### config.mk
export PLATFORM = sky130hd
export DESIGN_NAME = fetch_unit
export DESIGN_NICKNAME = d
export VERILOG_FILES = /design/src/rtl/fetch_unit_pkg.sv /design/src/rtl/fetch_unit_fifo.sv /design/src/rtl/fetch_unit.sv
export SDC_FILE = /design/constraint.sdc
export NUM_CORES = 1
export LEC_CHECK = 0
export BUFFER_PORTS_ARGS = -buffer_cell sky130_fd_sc_hd__buf_4
export CORE_ASPECT_RATIO = 0.6
export CORE_MARGIN = 3
export CORE_UTILIZATION = 60
export CTS_CLUSTER_DIAMETER = 100
export CTS_CLUSTER_SIZE = 30
export DETAILED_ROUTE_END_ITERATION = 10
export GPL_ROUTABILITY_DRIVEN = 1
export PLACE_DENSITY = 0.86
export SLEW_MARGIN = 5
export SYNTH_ARGS = -nofsm -noshare
export SYNTH_HDL_FRONTEND = slang
export SYNTH_HIERARCHICAL = 1
export SYNTH_SLANG_ARGS = --single-unit
### constraint.sdc
create_clock -name clk -period 10.96 [get_ports clk]
set_input_delay 2.192 -clock clk [delete_from_list [all_inputs] [get_ports clk]]
set_output_delay 2.192 -clock clk [all_outputs]
set_load 0.005 [all_outputs]
### src/rtl/fetch_unit_pkg.sv
// Shared types and constants for the instruction-fetch stage.
package fetch_unit_pkg;

    localparam int          INSTR_W   = 32;
    localparam logic [31:0] RESET_PC  = 32'h0000_3000;
    localparam logic [31:0] NOP_INSTR = 32'h0000_0000;

    typedef struct packed {
        logic [INSTR_W-1:0] pc;
        logic [INSTR_W-1:0] instr;
    } fetch_entry_t;

endpackage

### src/rtl/fetch_unit_fifo.sv
// Synchronous prefetch FIFO: async-reset pointers, synchronous flush, combinational head read.
module fetch_unit_fifo #(
    parameter int WIDTH = 64,
    parameter int DEPTH = 4
) (
    input  logic                       clk,
    input  logic                       rst,
    input  logic                       flush,
    input  logic                       push,
    input  logic                       pop,
    input  logic [WIDTH-1:0]           wdata,
    output logic [WIDTH-1:0]           rdata,
    output logic [$clog2(DEPTH):0]     count,
    output logic                       empty,
    output logic                       full
);

    localparam int PW = $clog2(DEPTH);
    localparam int CW = PW + 1;

    logic [WIDTH-1:0] mem_q [DEPTH];
    logic [PW-1:0]    wr_ptr_q, wr_ptr_d;
    logic [PW-1:0]    rd_ptr_q, rd_ptr_d;
    logic [CW-1:0]    count_q, count_d;
    logic             push_ok, pop_ok;

    assign empty   = (count_q == '0);
    assign full    = (count_q == CW'(DEPTH));
    assign pop_ok  = pop & ~empty;
    // A pop in the same cycle frees the slot a full-queue push needs.
    assign push_ok = push & (~full | pop_ok);

    always_comb begin
        wr_ptr_d = wr_ptr_q;
        rd_ptr_d = rd_ptr_q;
        count_d  = count_q;
        if (flush) begin
            wr_ptr_d = '0;
            rd_ptr_d = '0;
            count_d  = '0;
        end else begin
            if (push_ok) wr_ptr_d = wr_ptr_q + 1'b1;
            if (pop_ok)  rd_ptr_d = rd_ptr_q + 1'b1;
            count_d = count_q + CW'(push_ok) - CW'(pop_ok);
        end
    end

    always_ff @(posedge clk or posedge rst) begin
        if (rst) begin
            wr_ptr_q <= '0;
            rd_ptr_q <= '0;
            count_q  <= '0;
        end else begin
            wr_ptr_q <= wr_ptr_d;
            rd_ptr_q <= rd_ptr_d;
            count_q  <= count_d;
        end
    end

    always_ff @(posedge clk) begin
        if (push_ok && !flush) mem_q[wr_ptr_q] <= wdata;
    end

    assign rdata = mem_q[rd_ptr_q];
    assign count = count_q;

endmodule

### src/rtl/fetch_unit.sv
// Instruction-fetch stage: PC register, prefetch queue arbitration, redirect flush, IF/ID output gating.
module fetch_unit
    import fetch_unit_pkg::*;
#(
    parameter int          DATA_W   = INSTR_W,
    parameter int          IM_AW    = 12,
    parameter int          DEPTH    = 4,
    parameter logic [31:0] RESET_PC = fetch_unit_pkg::RESET_PC
) (
    input  logic                     clk,
    input  logic                     rst,
    input  logic                     fetch_en,
    output logic [IM_AW-1:0]         im_addr,
    input  logic [DATA_W-1:0]        im_dout,
    input  logic                     redirect,
    input  logic [DATA_W-1:0]        redirect_pc,
    input  logic                     stall,
    output logic                     ifid_valid,
    output logic [DATA_W-1:0]        ifid_instr,
    output logic [DATA_W-1:0]        ifid_pc,
    output logic [DATA_W-1:0]        ifid_pc4,
    output logic [$clog2(DEPTH):0]   q_count,
    output logic                     misalign
);

    localparam int CW = $clog2(DEPTH) + 1;

    logic [DATA_W-1:0]   pc_q, pc_d;
    logic                misalign_q, misalign_d;
    logic                push, pop;
    logic                fifo_empty, fifo_full;
    logic [CW-1:0]       fifo_count;
    logic [2*DATA_W-1:0] head;
    logic [DATA_W-1:0]   head_pc, head_instr;

    assign ifid_valid = ~fifo_empty;
    assign pop        = ifid_valid & ~stall;
    assign push       = fetch_en & ~redirect & (~fifo_full | pop);

    always_comb begin
        pc_d       = pc_q;
        misalign_d = 1'b0;
        if (redirect) begin
            pc_d       = {redirect_pc[DATA_W-1:2], 2'b00};
            misalign_d = |redirect_pc[1:0];
        end else if (push) begin
            pc_d = pc_q + DATA_W'(4);
        end
    end

    always_ff @(posedge clk or posedge rst) begin
        if (rst) begin
            pc_q       <= DATA_W'(RESET_PC);
            misalign_q <= 1'b0;
        end else begin
            pc_q       <= pc_d;
            misalign_q <= misalign_d;
        end
    end

    fetch_unit_fifo #(
        .WIDTH (2*DATA_W),
        .DEPTH (DEPTH)
    ) u_fifo (
        .clk   (clk),
        .rst   (rst),
        .flush (redirect),
        .push  (push),
        .pop   (pop),
        .wdata ({pc_q, im_dout}),
        .rdata (head),
        .count (fifo_count),
        .empty (fifo_empty),
        .full  (fifo_full)
    );

    assign head_pc    = head[2*DATA_W-1:DATA_W];
    assign head_instr = head[DATA_W-1:0];

    // Memory contents behind an empty queue are stale; decode must see a NOP at pc 0.
    assign ifid_instr = ifid_valid ? head_instr       : DATA_W'(NOP_INSTR);
    assign ifid_pc    = ifid_valid ? head_pc          : '0;
    assign ifid_pc4   = ifid_valid ? head_pc + DATA_W'(4) : '0;

    assign im_addr  = pc_q[IM_AW+1:2];
    assign q_count  = fifo_count;
    assign misalign = misalign_q;

endmodule
After elaboration in Yosys (flattened, before gate mapping)
Memory sizes are Yosys's and may differ from the RTL's.
Cells that the tools add are included.
{"block": "word_totals", "mem_bits_rw": 256, "ff_bits": 40, "n_memories": 1, "out_inout_bits": 113}
{"block": "op_classes", "addsub": 6, "n_reduce_logical": 7, "muxes": 13, "n_eq_ne": 1, "bitwise_logic": 11}
{"name": "u_fifo.mem_q", "words": 4, "width": 64, "read_ports": 1, "rd_clocked_by_memory_dff": 0, "wr": 1, "line_no": "fetch_unit_fifo.sv:21", "source": "logic [WIDTH-1:0] mem_q [DEPTH];"}
{"cell": "$mux W32", "n": 5}
{"cell": "$add A32 B3 Y32 const B", "n": 2}
{"cell": "$mux W2", "n": 4}
{"cell": "$reduce_bool A2 Y1", "n": 3}
{"cell": "$and A1 B1 Y1", "n": 5}
{"cell": "$add A2 B1 Y2 const B", "n": 2}
{"cell": "$not A1 Y1", "n": 4}
{"cell": "$add A3 B1 Y3", "n": 1}
{"cell": "$eq A3 B3 Y1 const B", "n": 1}
{"cell": "$logic_not A3 Y1", "n": 1}
{"cell": "$mux W1", "n": 3}
{"cell": "$mux W3", "n": 1}
{"cell": "$sub A3 B1 Y3", "n": 1}
{"cell": "$or A1 B1 Y1", "n": 2}
{"cell": "$reduce_or A2 Y1", "n": 1}
{"cell": "$logic_and A1 B1 Y1", "n": 1}
{"cell": "$logic_not A1 Y1", "n": 1}

Longest topological paths before layout
Gate-level depths: netlist (run 1).
{"block": "depth", "ltp_word": 9, "mapped_depth": 13, "ltp_nobuf": 11}

By module
The synthesis (run 1) kept the hierarchy.
{"module": "fetch_unit_fifo", "seq_area_each_um2": 7862.5, "cells_per_inst": 380, "n_inst": 1, "area_per_inst_um2": 9721.8}
{"module": "fetch_unit", "seq_area_each_um2": 778.2, "cells_per_inst": 419, "n_inst": 1, "area_per_inst_um2": 3064.2}

Worst setup path after synthesis (run 1)
No wires, ideal clock.
{"block": "synth_timing", "path_kind": "input to register", "from": "input stall", "to": "memory u_fifo.mem_q[0][0] (enable)", "t_arrival_ps": 4875, "path_stages": 6, "n_path_buf": 1, "setup_slack_ps": 5656, "cell_sequence": "o21ai_0 -> clkbuf_1 -> nand2_1 -> nor2_1 -> nor3b_1 -> and2_1"}
{"block": "synth_between", "elab_chain_cells": 8, "word_cells_on_any_way": 10, "classes_between": "mux (2); bitwise (7); reduce/logical (1)"}
{"item": "from (decl)", "line_no": "fetch_unit.sv:17", "source": "input logic stall,"}
{"item": "$not A1 Y1", "line_no": "fetch_unit.sv:37", "source": "assign pop = ifid_valid & ~stall;"}
{"item": "$and A1 B1 Y1", "line_no": "fetch_unit.sv:37"}
{"item": "$or A1 B1 Y1", "line_no": "fetch_unit.sv:38", "source": "assign push = fetch_en & ~redirect & (~fifo_full | pop);"}
{"item": "$and A1 B1 Y1", "line_no": "fetch_unit.sv:38"}
{"item": "net push", "line_no": "fetch_unit.sv:30", "source": "logic push, pop;"}
{"item": "$and A1 B1 Y1", "line_no": "fetch_unit_fifo.sv:31", "source": "assign push_ok = push & (~full | pop_ok);"}
{"item": "$logic_and A1 B1 Y1", "line_no": "fetch_unit_fifo.sv:61", "source": "if (push_ok && !flush) mem_q[wr_ptr_q] <= wdata;"}
{"item": "$mux W1", "line_no": "fetch_unit_fifo.sv:61"}
{"item": "$mux W1 (implied by the code)", "line_no": "fetch_unit_fifo.sv:61"}
{"item": "to (decl)", "line_no": "fetch_unit_fifo.sv:21"}
The timed path passes the listed nets, and every way through them passes these cells.

Final worst setup path (run 1)
{"block": "layout_timing", "from": "register u_fifo.rd_ptr_q[0]", "to": "output ifid_pc4[31]"}
{"block": "layout_between", "elab_chain_cells": 3}
{"item": "from (decl)", "line_no": "fetch_unit_fifo.sv:23", "source": "logic [PW-1:0] rd_ptr_q, rd_ptr_d;"}
{"item": "from (signal assigned)", "line_no": "fetch_unit_fifo.sv:55", "source": "rd_ptr_q <= rd_ptr_d;"}
{"item": "$mem_v2 Z4 W64"}
{"item": "net head[47]", "line_no": "fetch_unit.sv:33", "source": "logic [2*DATA_W-1:0] head;"}
{"item": "$add A32 B3 Y32", "line_no": "fetch_unit.sv:83", "source": "assign ifid_pc4 = ifid_valid ? head_pc + DATA_W'(4) : '0;"}
{"item": "$mux W32", "line_no": "fetch_unit.sv:83"}
{"item": "to (decl)", "line_no": "fetch_unit.sv:21", "source": "output logic [DATA_W-1:0] ifid_pc4,"}
The timed path passes the listed nets, and every way through them passes these cells.

==> impl_metrics.yaml, run 1 <==
clocking:
  clock_path_buffers: 3
  cts_hold_buf: 0
  cts_sinks: 294
  root_buffer: "clkbuf_16"
  clk_transition_reported_paths_ns: 0.12
  htreeDepth: 1
  numCtsBuffers: 13
  post_cts_buffers: 0
  clk_latency_ns: 0.50
  ctsResizeCount: 0
  cts_tree: "built"
global_route:
  grtUsageTotal_pct: 24.88
  antenna_found_initial: 0
  grt_overflow: 0
  grt_max_degree: 74
  grt_pass1_wl_um: 44220
  grt_pass1_vias: 7277
detailed_routing:
  drt_wl_total_um: 28880
  routedWlPerCell_um: 23.42
  via_count: 7701
  ant_nets: 0
  drc: 0
  via_per_inst: 6.246
  drt-pass1-iter-count: 6
  initialDrtViolationCount: 1010
final_layout:
  syn2layout_area_growth_pct: 14.44
  fillers: 1306
  layoutNonFillerInstCount: 1233
  nets: 1030
  diodes: 0
  final_util_pct: 71.49
  drive_gt1_share_pct: 30.63
  final_common_cell: "edfxtp_1"
  final_cell_mix: "256 x edfxtp_1, 187 x buf_4, 64 x mux4_2"
yosys:
  synth_area_leaders: "edfxtp_1 60%, mux4_2 11%, dfrtp_1 7.0%, nor2b_1 3.0%, nor2_1 1.7%"
  yosysTopAreaCell: "edfxtp_1"
  ys_warn_count: 6
  seq_area_frac_synth_pct: 67.58
  synth_edf_count: 256
  synth_cell_types: 48
  avgSynthCellArea_sq_um: 16.00
  syn_inst: 799
  ys.flop_type: "edfxtp_1"
  ys_async_sr_fraction_pct: 12.93
  synth-seq-cells: 294
  syn-cell-area_sq_mm: 0.01279
  yosysTopAreaCellShare_pct: 60.12
setup_path:
  path_buf_inv: 2
  critical_path_required_ns: 8.77
  cp_common_cell: "buf_4"
  critical_path_arrival_ns: 4.35
  worst-setup-path-type: "reg2out"
  start_kind: "flop"
  worst_path_largest_cell_delay_ns: 0.86
  critPathTopFamily: "simple AND/OR/NAND/NOR gates"
  crit_chain: "buf_4 -> mux4_2 -> nand4_1 -> or4_1 -> nor4_2 -> mux2_2 -> buf_4"
  worst_setup_path_end_kind: "output port"
  crit_fanout: 35
  cp_slowest_cell: "dfrtp_4"
sta:
  final-setup-viol-count: 0
  hold_ws_ns: 0.5689
  rsz0062_at_grt: "false"
  fin_crit_sh_pct: 59.67
  tightest_slew_ns: 1.011
  finalSetupTns_ns: 0
  hold_viol_final: 0
  timing.fmax_mhz: 152.9
  maxSlewViolCount: 0
  min_period_ns: 6.540
  relSlewSlack_pct: 32.57
  finalClockSkew_ns: 0.02873
pwr:
  power_leakage_nw: 5.060
  pwr_density_cell_mw_per_mm2: 190.0
  peakVddDrop_uv: 226.9
place:
  dp_hpwl_um: 19390
  port_buffers: 181
  gp_congestion: 0.8195
  placedCellCount: 1211
job:
  cap_violations: 0
run_status:
  status: "completed"
die:
  core_area_sq_mm: 0.02047
  initial_core_util_pct: 62.46
  placementRows: 40
  ios: 182
  dieHeight_um: 119.1
  die-area_sq_mm: 0.02316
  fp.dieW_um: 194.5
hold_path:
  min_path_type: "reg2reg"
cell usage after synthesis (all sizes together) (16+ instances only):
library cell	count
nor2	58
dfrtp	36
nand4	18
clkbuf	23
nand2	38
edfxtp	256
mux4	64
nand3	23
nor2b	63
or4	18
xor2	17
buf	32
o21ai	16
where the power goes:
group,total [mW],switching (mW),internal [mW]
Combinational,0.888,0.441,0.447
Clock,0.550,0.321,0.229
Sequential,1.34,0.0708,1.27
Total,2.78,0.833,1.95
registers in the layout, summed over array words and instances, names as in the netlist:
register and cells:
u_fifo/wr_ptr_q 2, u_fifo/count 3, pc_q 30, u_fifo/mem_q 256, misalign 1, u_fifo/rd_ptr_q 2
path summary, 6_finish.rpt:
check	startpoint	end	slack, ns	depth (start not counted)
min in group asynchronous	rst	pc_q[9]	1.63	2
setup / recovery	u_fifo/rd_ptr_q[0]	ifid_pc4[31]	4.42	7
hold reg to reg	pc_q[31]	u_fifo/mem_q[0][63]	0.57	0
max in group asynchronous	rst	pc_q[12]	8.66	3
setup reg to reg	u_fifo/count[1]	u_fifo/mem_q[0][50]	7.65	6
hold / removal	pc_q[31]	u_fifo/mem_q[0][63]	0.57	0
layout make-up:
type / instances / area [sq um] / area share, %
well taps: 273 / 341.6 / 2.334
flip-flops and latches: 294 / 8646 / 59.09
inverters: 15 / 56.30 / 0.3848
clock buffers: 20 / 351.6 / 2.403
clock inverters: 2 / 17.52 / 0.1197
repair buffers: 187 / 1404 / 9.594
multi-input cells: 442 / 3816 / 26.08
stage by stage:
stage | cell area (sq um) | setup slack (ns) | power (mW)
global route | 14630 | 4.099 | 2.910
floorplan | 12810 | 5.656 | 1.803
CTS | 14630 | 4.355 | 2.796
global placement | 14260 | 4.977 | 2.234
finish | 14630 | 4.420 | 2.781
detailed placement | 14260 | 4.910 | 2.255
routing by layer:
layer	GRT usage [%]	share of wire (%)	vias to the layer above
li1	-	-	3370
met1	41.96	44	3835
met2	33.78	42	470
met3	6.248	12	26
met4	3.227	0.99	0
met5	0	0	-
cell families (layout without fill, tap and decap cells):
logic type	after synthesis	count (layout)	share of synthesized area [%]
flops	294	294	67.58
buf+inv	70	224	2.897
mux	79	79	12.63
simple gates	268	268	11.57
compound gates	56	56	2.877
fa+ha+maj	8	8	0.8415
xor+xnor	23	23	1.575
other cells	1	8	0.02933
Note: power is estimated with default switching activity, not from simulation.
==> run 2, diff against run 1 <==
--- a/config.mk
+++ b/config.mk
@@ -8,12 +8,12 @@
 export BUFFER_PORTS_ARGS = -buffer_cell sky130_fd_sc_hd__buf_4
 export CORE_ASPECT_RATIO = 0.6
 export CORE_MARGIN = 3
-export CORE_UTILIZATION = 60
+export CORE_UTILIZATION = 52
 export CTS_CLUSTER_DIAMETER = 100
 export CTS_CLUSTER_SIZE = 30
 export DETAILED_ROUTE_END_ITERATION = 10
 export GPL_ROUTABILITY_DRIVEN = 1
-export PLACE_DENSITY = 0.86
+export PLACE_DENSITY = 0.79
 export SLEW_MARGIN = 5
 export SYNTH_ARGS = -nofsm -noshare
 export SYNTH_HDL_FRONTEND = slang
==> constraint.sdc (replaced) <==
create_clock -name clk -period 5.8 [get_ports clk]
set_input_delay 1.16 -clock clk [delete_from_list [all_inputs] [get_ports clk]]
set_output_delay 1.16 -clock clk [all_outputs]
set_load 0.005 [all_outputs]
==> run 2 against run 1 <==
Clock-buffer cell count is 5 lower. Via count is 2.5% lower. Die area is 15% higher. First-iteration DRC count is 11% lower. Utilization is 9.2 points lower. Total power is 88% higher. Non-clock buffer count is 4 higher. Sequential power is 88% higher. Hold slack better by 0.036 ns. Largest cell class unchanged. Highest routed layer unchanged.
==> impl_metrics.yaml, run 2 (synthesized netlist as in run 1, its figures left out) <==
sta:
  maxSlewViolCount: 0
  finalClockSkew_ns: 0.03223
  rsz0062_at_grt: "false"
  relSlewSlack_pct: 33.54
  min_period_ns: 4.917
  timing.fmax_mhz: 203.4
  fin_crit_sh_pct: 84.78
  finalSetupTns_ns: 0
  hold_viol_final: 0
  tightest_slew_ns: 0.9969
  final-setup-viol-count: 0
die:
  placementRows: 43
  fp.dieW_um: 208.4
  core_area_sq_mm: 0.02362
  ios: 182
  initial_core_util_pct: 54.13
  die-area_sq_mm: 0.02657
  dieHeight_um: 127.5
final_layout:
  largest_reg_flops: 256
  final_common_cell: "edfxtp_1"
  drive_gt1_share_pct: 31.07
  diodes: 0
  fillers: 1775
  final_util_pct: 62.28
  regMostFlops: "u_fifo/mem_q"
  nets: 1034
  syn2layout_area_growth_pct: 15.04
  final_cell_mix: "256 x edfxtp_1, 190 x buf_4, 64 x mux4_2"
clocking:
  post_cts_buffers: 0
  clock_path_buffers: 3
  cts_hold_buf: 0
  clk_latency_ns: 0.51
  cts_sinks: 294
  ctsResizeCount: 0
  htreeDepth: 1
  numCtsBuffers: 13
  cts_tree: "built"
  clk_transition_reported_paths_ns: 0.11
  root_buffer: "clkbuf_16"
setup_path:
  reg2reg_depth: 6
  cp_slowest_cell: "dfrtp_2"
  worst-r2r-setup-slack_ns: 2.56
  worst-setup-path-type: "reg2out"
  worst_setup_path_end_kind: "output port"
  critPathTopFamily: "simple AND/OR/NAND/NOR gates"
  path_buf_inv: 1
  worst_path_largest_cell_delay_ns: 0.92
  start_kind: "flop"
  crit_chain: "mux4_2 -> nand4_1 -> or4_1 -> nor4_2 -> mux2_2 -> buf_4"
  crit_fanout: 33
  reg2reg_to: "u_fifo/mem_q[0][6]"
  cp-startpoint: "u_fifo/rd_ptr_q[1]"
  critical_path_arrival_ns: 3.76
  r2r_start: "u_fifo/count[1]"
  critical_path_required_ns: 4.64
hold_path:
  min_path_type: "reg2reg"
  min_to: "u_fifo/mem_q[0][59]"
  min_path_cells: 0
  hp-start: "pc_q[27]"
global_route:
  grt_pass1_vias: 7275
  busiest_layer: "met1"
  met3_usage_pct: 4.442
  grt_overflow: 0
  antenna_found_initial: 0
  grt_use_met2_pct: 28.62
  grt_pass1_wl_um: 43700
  grt_use_met1_pct: 36.45
  grtUsageTotal_pct: 21.31
  grt_max_degree: 97
detailed_routing:
  drt-pass1-iter-count: 6
  ant_nets: 0
  via_count: 7511
  routedWlPerCell_um: 22.20
  drt_wl_total_um: 28290
  via_per_inst: 5.896
  drc: 0
  initialDrtViolationCount: 898
job:
  cap_violations: 0
pwr:
  pwr_density_cell_mw_per_mm2: 356.1
  power_leakage_nw: 5.082
  totalPowerFinal_mw: 5.238
  peakVddDrop_uv: 345.7
place:
  port_buffers: 181
  dp_hpwl_um: 19510
  gp_congestion: 0.8229
run_status:
  status: "completed"
[run 2: cell count changes in the layout (fill, tap and decap cells not counted), sizes merged]
cell and change:
clkbuf -5, buf +4
[run 2: worst reg2reg max path: cells and delay by family (launching register included)]
kind	cells	cell delay (ns)
buffers and inverters	1	0.22
DFF	1	0.61
and+or+nand+nor	5	1.98
[run 2: where the power goes]
part	switching [mW]	internal, mW
Sequential	0.119	2.40
Combinational	0.839	0.857
Clock	0.601	0.420
Total	1.56	3.68
[run 2: how the worst max path moves through the flow]
| stage | to | slack [ns] | cells after the start |
|---|---|---|---|
| after floorplan | u_fifo/mem_q[0][0] | 1.53 | 6 |
| after detailed placement | ifid_pc4[31] | 1.40 | 6 |
| final | ifid_pc4[31] | 0.88 | 6 |
| after global placement | ifid_pc4[20] | 1.47 | 8 |
| after global routing | ifid_pc4[20] | 0.60 | 8 |
| after CTS | ifid_pc4[31] | 0.83 | 6 |
[run 2: layout make-up]
| cell class | count | area, sq um | share of cell area (%) |
|---|---|---|---|
| Tap cell | 315 | 394.1 | 2.679 |
| Timing Repair Buffer | 191 | 1446 | 9.833 |
| Inverter | 15 | 56.30 | 0.3828 |
| Multi-Input combinational cell | 442 | 3816 | 25.94 |
| Clock inverter | 2 | 17.52 | 0.1191 |
| Sequential cell | 294 | 8646 | 58.78 |
| Clock buffer | 15 | 332.8 | 2.263 |
[run 2: metal layers]
layer	up-vias	wire length [um]
met5	-	0
met4	0	295
met3	24	2709
met2	344	11510
met1	3768	13770
li1	3375	-
[run 2: per-stage QoR]
step,instances,hold slack [ns],setup WS [ns],cell area (sq um)
2_1_floorplan,806,0.4888,1.528,12810
3_3_place_gp,1257,0.5629,1.473,14360
3_5_place_dp,1257,0.5785,1.397,14360
4_1_cts,1274,0.6037,0.8308,14710
5_1_grt,1274,0.6322,0.6029,14710
6_report,1274,0.6044,0.8825,14710
==> run 3, diff against run 2 <==
--- a/config.mk
+++ b/config.mk
@@ -5,15 +5,16 @@
 export SDC_FILE = /design/constraint.sdc
 export NUM_CORES = 1
 export LEC_CHECK = 0
+export ABC_AREA = 1
 export BUFFER_PORTS_ARGS = -buffer_cell sky130_fd_sc_hd__buf_4
 export CORE_ASPECT_RATIO = 0.6
 export CORE_MARGIN = 3
-export CORE_UTILIZATION = 52
+export CORE_UTILIZATION = 53
 export CTS_CLUSTER_DIAMETER = 100
 export CTS_CLUSTER_SIZE = 30
 export DETAILED_ROUTE_END_ITERATION = 10
 export GPL_ROUTABILITY_DRIVEN = 1
-export PLACE_DENSITY = 0.79
+export PLACE_DENSITY = 0.8
 export SLEW_MARGIN = 5
 export SYNTH_ARGS = -nofsm -noshare
 export SYNTH_HDL_FRONTEND = slang
==> constraint.sdc (replaced) <==
create_clock -name clk -period 4.4 [get_ports clk]
set_input_delay 0.88 -clock clk [delete_from_list [all_inputs] [get_ports clk]]
set_output_delay 0.88 -clock clk [all_outputs]
set_load 0.005 [all_outputs]
==> run 3 against run 2 <==
Synthesized area increased by 9.8%. Sequential power increased by 36%. Die area increased by 7.5%. Critical path depth increased by 6. Via count increased by 42%. Clock-buffer cell count increased by 1. Clock skew decreased by 0.017 ns. Global-route usage increased by 2.8 points. Non-clock buffer count increased by 17. Flip-flop and latch count unchanged. Largest cell class unchanged. Largest power group unchanged. Highest routed layer unchanged.
==> impl_metrics.yaml, run 3 <==
global_route:
  grt_pass1_vias: 10079
  grt_overflow: 0
  grt_pass1_wl_um: 54940
  grt_max_degree: 132
  grtUsageTotal_pct: 24.10
  antenna_found_initial: 0
yosys:
  synth-seq-cells: 294
  synth_cell_types: 42
  yosysTopAreaCellShare_pct: 54.74
  yosysTopAreaCell: "edfxtp_1"
  ys_async_sr_fraction_pct: 12.93
  ys.flop_type: "edfxtp_1"
  synth_edf_count: 256
  avgSynthCellArea_sq_um: 9.960
  yosysMostFrequentCell: "nor2_1"
  syn-cell-area_sq_mm: 0.01404
  synth_area_leaders: "edfxtp_1 55%, nor2_1 7.8%, dfrtp_1 6.4%, nand2_1 6.3%, o21ai_0 3.7%"
  synth_common_cells: "292 x nor2_1, 256 x edfxtp_1, 236 x nand2_1"
  ys_warn_count: 6
  syn_inst: 1410
  seq_area_frac_synth_pct: 61.53
pwr:
  clockPowerShare_pct: 17.3
  combinationalPowerShare_pct: 38.7
  pwr_density_cell_mw_per_mm2: 485.7
  switching_share_pct: 35.70
  power_leakage_nw: 6.384
  seqPwrFrac_pct: 43.9
  peakVddDrop_uv: 236.6
  switchingPower_mw: 2.783
  totalPowerFinal_mw: 7.795
  p_int_mw: 5.012
setup_path:
  worst-r2r-setup-slack_ns: 1.24
  worst_path_largest_cell_delay_ns: 0.55
  critical_path_arrival_ns: 3.31
  cp_slowest_cell: "dfrtp_2"
  start_kind: "flop"
  crit_fanout: 27
  worst-setup-path-type: "reg2out"
  worst_setup_path_end_kind: "output port"
  critical_path_required_ns: 3.52
  crit_chain: "clkinv_2 -> o21ai_1 -> o22ai_1 -> buf_4 -> ha_1 -> nand2_1 -> nor2_1 -> nand2_1 -> nor2_1 -> a21oi_1 -> a21oi_1 -> buf_4"
job:
  cap_violations: 0
clocking:
  cts_sinks: 294
  cts_tree: "built"
  root_buffer: "clkbuf_16"
  clk_transition_reported_paths_ns: 0.11
  htreeDepth: 1
  numCtsBuffers: 13
  clk_latency_ns: 0.50
  post_cts_buffers: 0
  clock_path_buffers: 3
sta:
  min_period_ns: 4.189
  finalClockSkew_ns: 0.01529
  final-setup-viol-count: 0
  hold_ws_ns: 0.3294
  maxSlewViolCount: 0
  hold_viol_final: 0
  rsz0062_at_grt: "false"
  timing.fmax_mhz: 238.7
  relSlewSlack_pct: 48.11
  tightest_slew_ns: 0.7783
  worst_slack_ns: 0.2107
  finalSetupTns_ns: 0
  fin_crit_sh_pct: 95.21
die:
  placementRows: 45
  ios: 182
  dieHeight_um: 132.1
  initial_core_util_pct: 54.70
  fp.dieW_um: 216.1
  die-area_sq_mm: 0.02855
  core_area_sq_mm: 0.02567
place:
  placed_area_sq_mm: 0.01567
  placedCellCount: 1904
  port_buffers: 181
  place_ws_ns: 0.7284
  gp_congestion: 0.9834
  dp_hpwl_um: 24820
final_layout:
  drive_gt1_share_pct: 19.49
  final_cell_mix: "288 x nor2_1, 256 x edfxtp_1, 236 x nand2_1"
  final_common_cell: "nor2_1"
  final_util_pct: 62.51
  syn2layout_area_growth_pct: 14.29
  nets: 1645
  largest_reg_flops: 256
  regMostFlops: "u_fifo/mem_q"
  fillers: 2072
  final_cell_area_sq_mm: 0.01605
  diodes: 0
  layoutNonFillerInstCount: 1922
detailed_routing:
  via_count: 10640
  via_per_inst: 5.536
  drc: 0
  ant_nets: 0
  routedWlPerCell_um: 18.47
  drt_wl_total_um: 35490
  initialDrtViolationCount: 1156
  drt-pass1-iter-count: 6
hold_path:
  min_path_type: "in2async"
run_status:
  status: "completed"
==> run 3: cell count changes after synthesis, sizes merged, moves of 13 or more <==
cell | before | now
a31oi | 14 | 1
buf | 32 | 52
inv | 14 | 137
mux2 | 13 | 0
mux4 | 64 | 0
nand2 | 38 | 245
nand3 | 23 | 70
nor2 | 58 | 322
nor2b | 63 | 0
o21ai | 16 | 149
o22ai | 0 | 64
or4 | 18 | 0
xor2 | 17 | 3
==> run 3: path summary, 6_finish.rpt <==
check | start | end | cells past startpoint
min reg2reg | pc_q[31] | u_fifo/mem_q[2][63] | 0
min in group clk | pc_q[31] | u_fifo/mem_q[2][63] | 0
max in group asynchronous | rst | pc_q[13] | 3
min | rst | u_fifo/wr_ptr_q[1] | 2
max | u_fifo/rd_ptr_q[1] | ifid_pc4[10] | 12
max reg2reg | u_fifo/count[1] | u_fifo/mem_q[0][11] | 9
==> run 3: layout make-up <==
type	count	area, sq um	area share (%)
repair buffers	208	1640	10.22
inverters	139	528.0	3.290
clock inverters	1	8.758	0.05457
flip-flops and latches	294	8646	53.87
clock buffers	16	336.6	2.097
multi-input cells	912	4451	27.73
well taps	352	440.4	2.744
==> run 3: critical path: cells and delay by family (launching register included) <==
family / cells / cell delay, ns
buf+inv: 3 / 0.74
flops: 1 / 0.55
simple gates: 4 / 0.65
fa+ha+maj: 1 / 0.20
compound gates: 4 / 0.65
==> run 3: routing by layer <==
| layer | wire (um) | GRT usage [%] | up-vias |
|---|---|---|---|
| met5 | 0 | 0 | - |
| met3 | 4058 | 5.550 | 39 |
| met1 | 15740 | 36.81 | 5032 |
| met4 | 363 | 3.643 | 0 |
| met2 | 15330 | 36.26 | 545 |
| li1 | - | - | 5024 |
==> run 3: logic make-up after synthesis <==
logic type	after synthesis	synth area share, %
adder cells (fa/ha/maj)	8	0.7662
other	1	0.02670
flip-flops	294	61.53
buffers and inverters	211	7.181
XOR/XNOR	7	0.4366
AND/OR/NAND/NOR	656	20.02
AO/OA/AOI/OAI	233	10.04
==> run 3: power by group through the flow <==
stage	Combinational, mW	Sequential (mW)	Clock [mW]
3_5_place_dp	2.99	3.47	0
6_report	3.02	3.43	1.35
5_1_grt	3.31	3.44	1.47
3_3_place_gp	2.95	3.46	0
2_1_floorplan	1.64	3.39	0
4_1_cts	3.00	3.41	1.37
==> run 3: what timing repair did <==
action	4_1_cts	5_1_grt
hold buffers	0	0
endpoints found under the setup margin	0	10
resized for setup	0	4
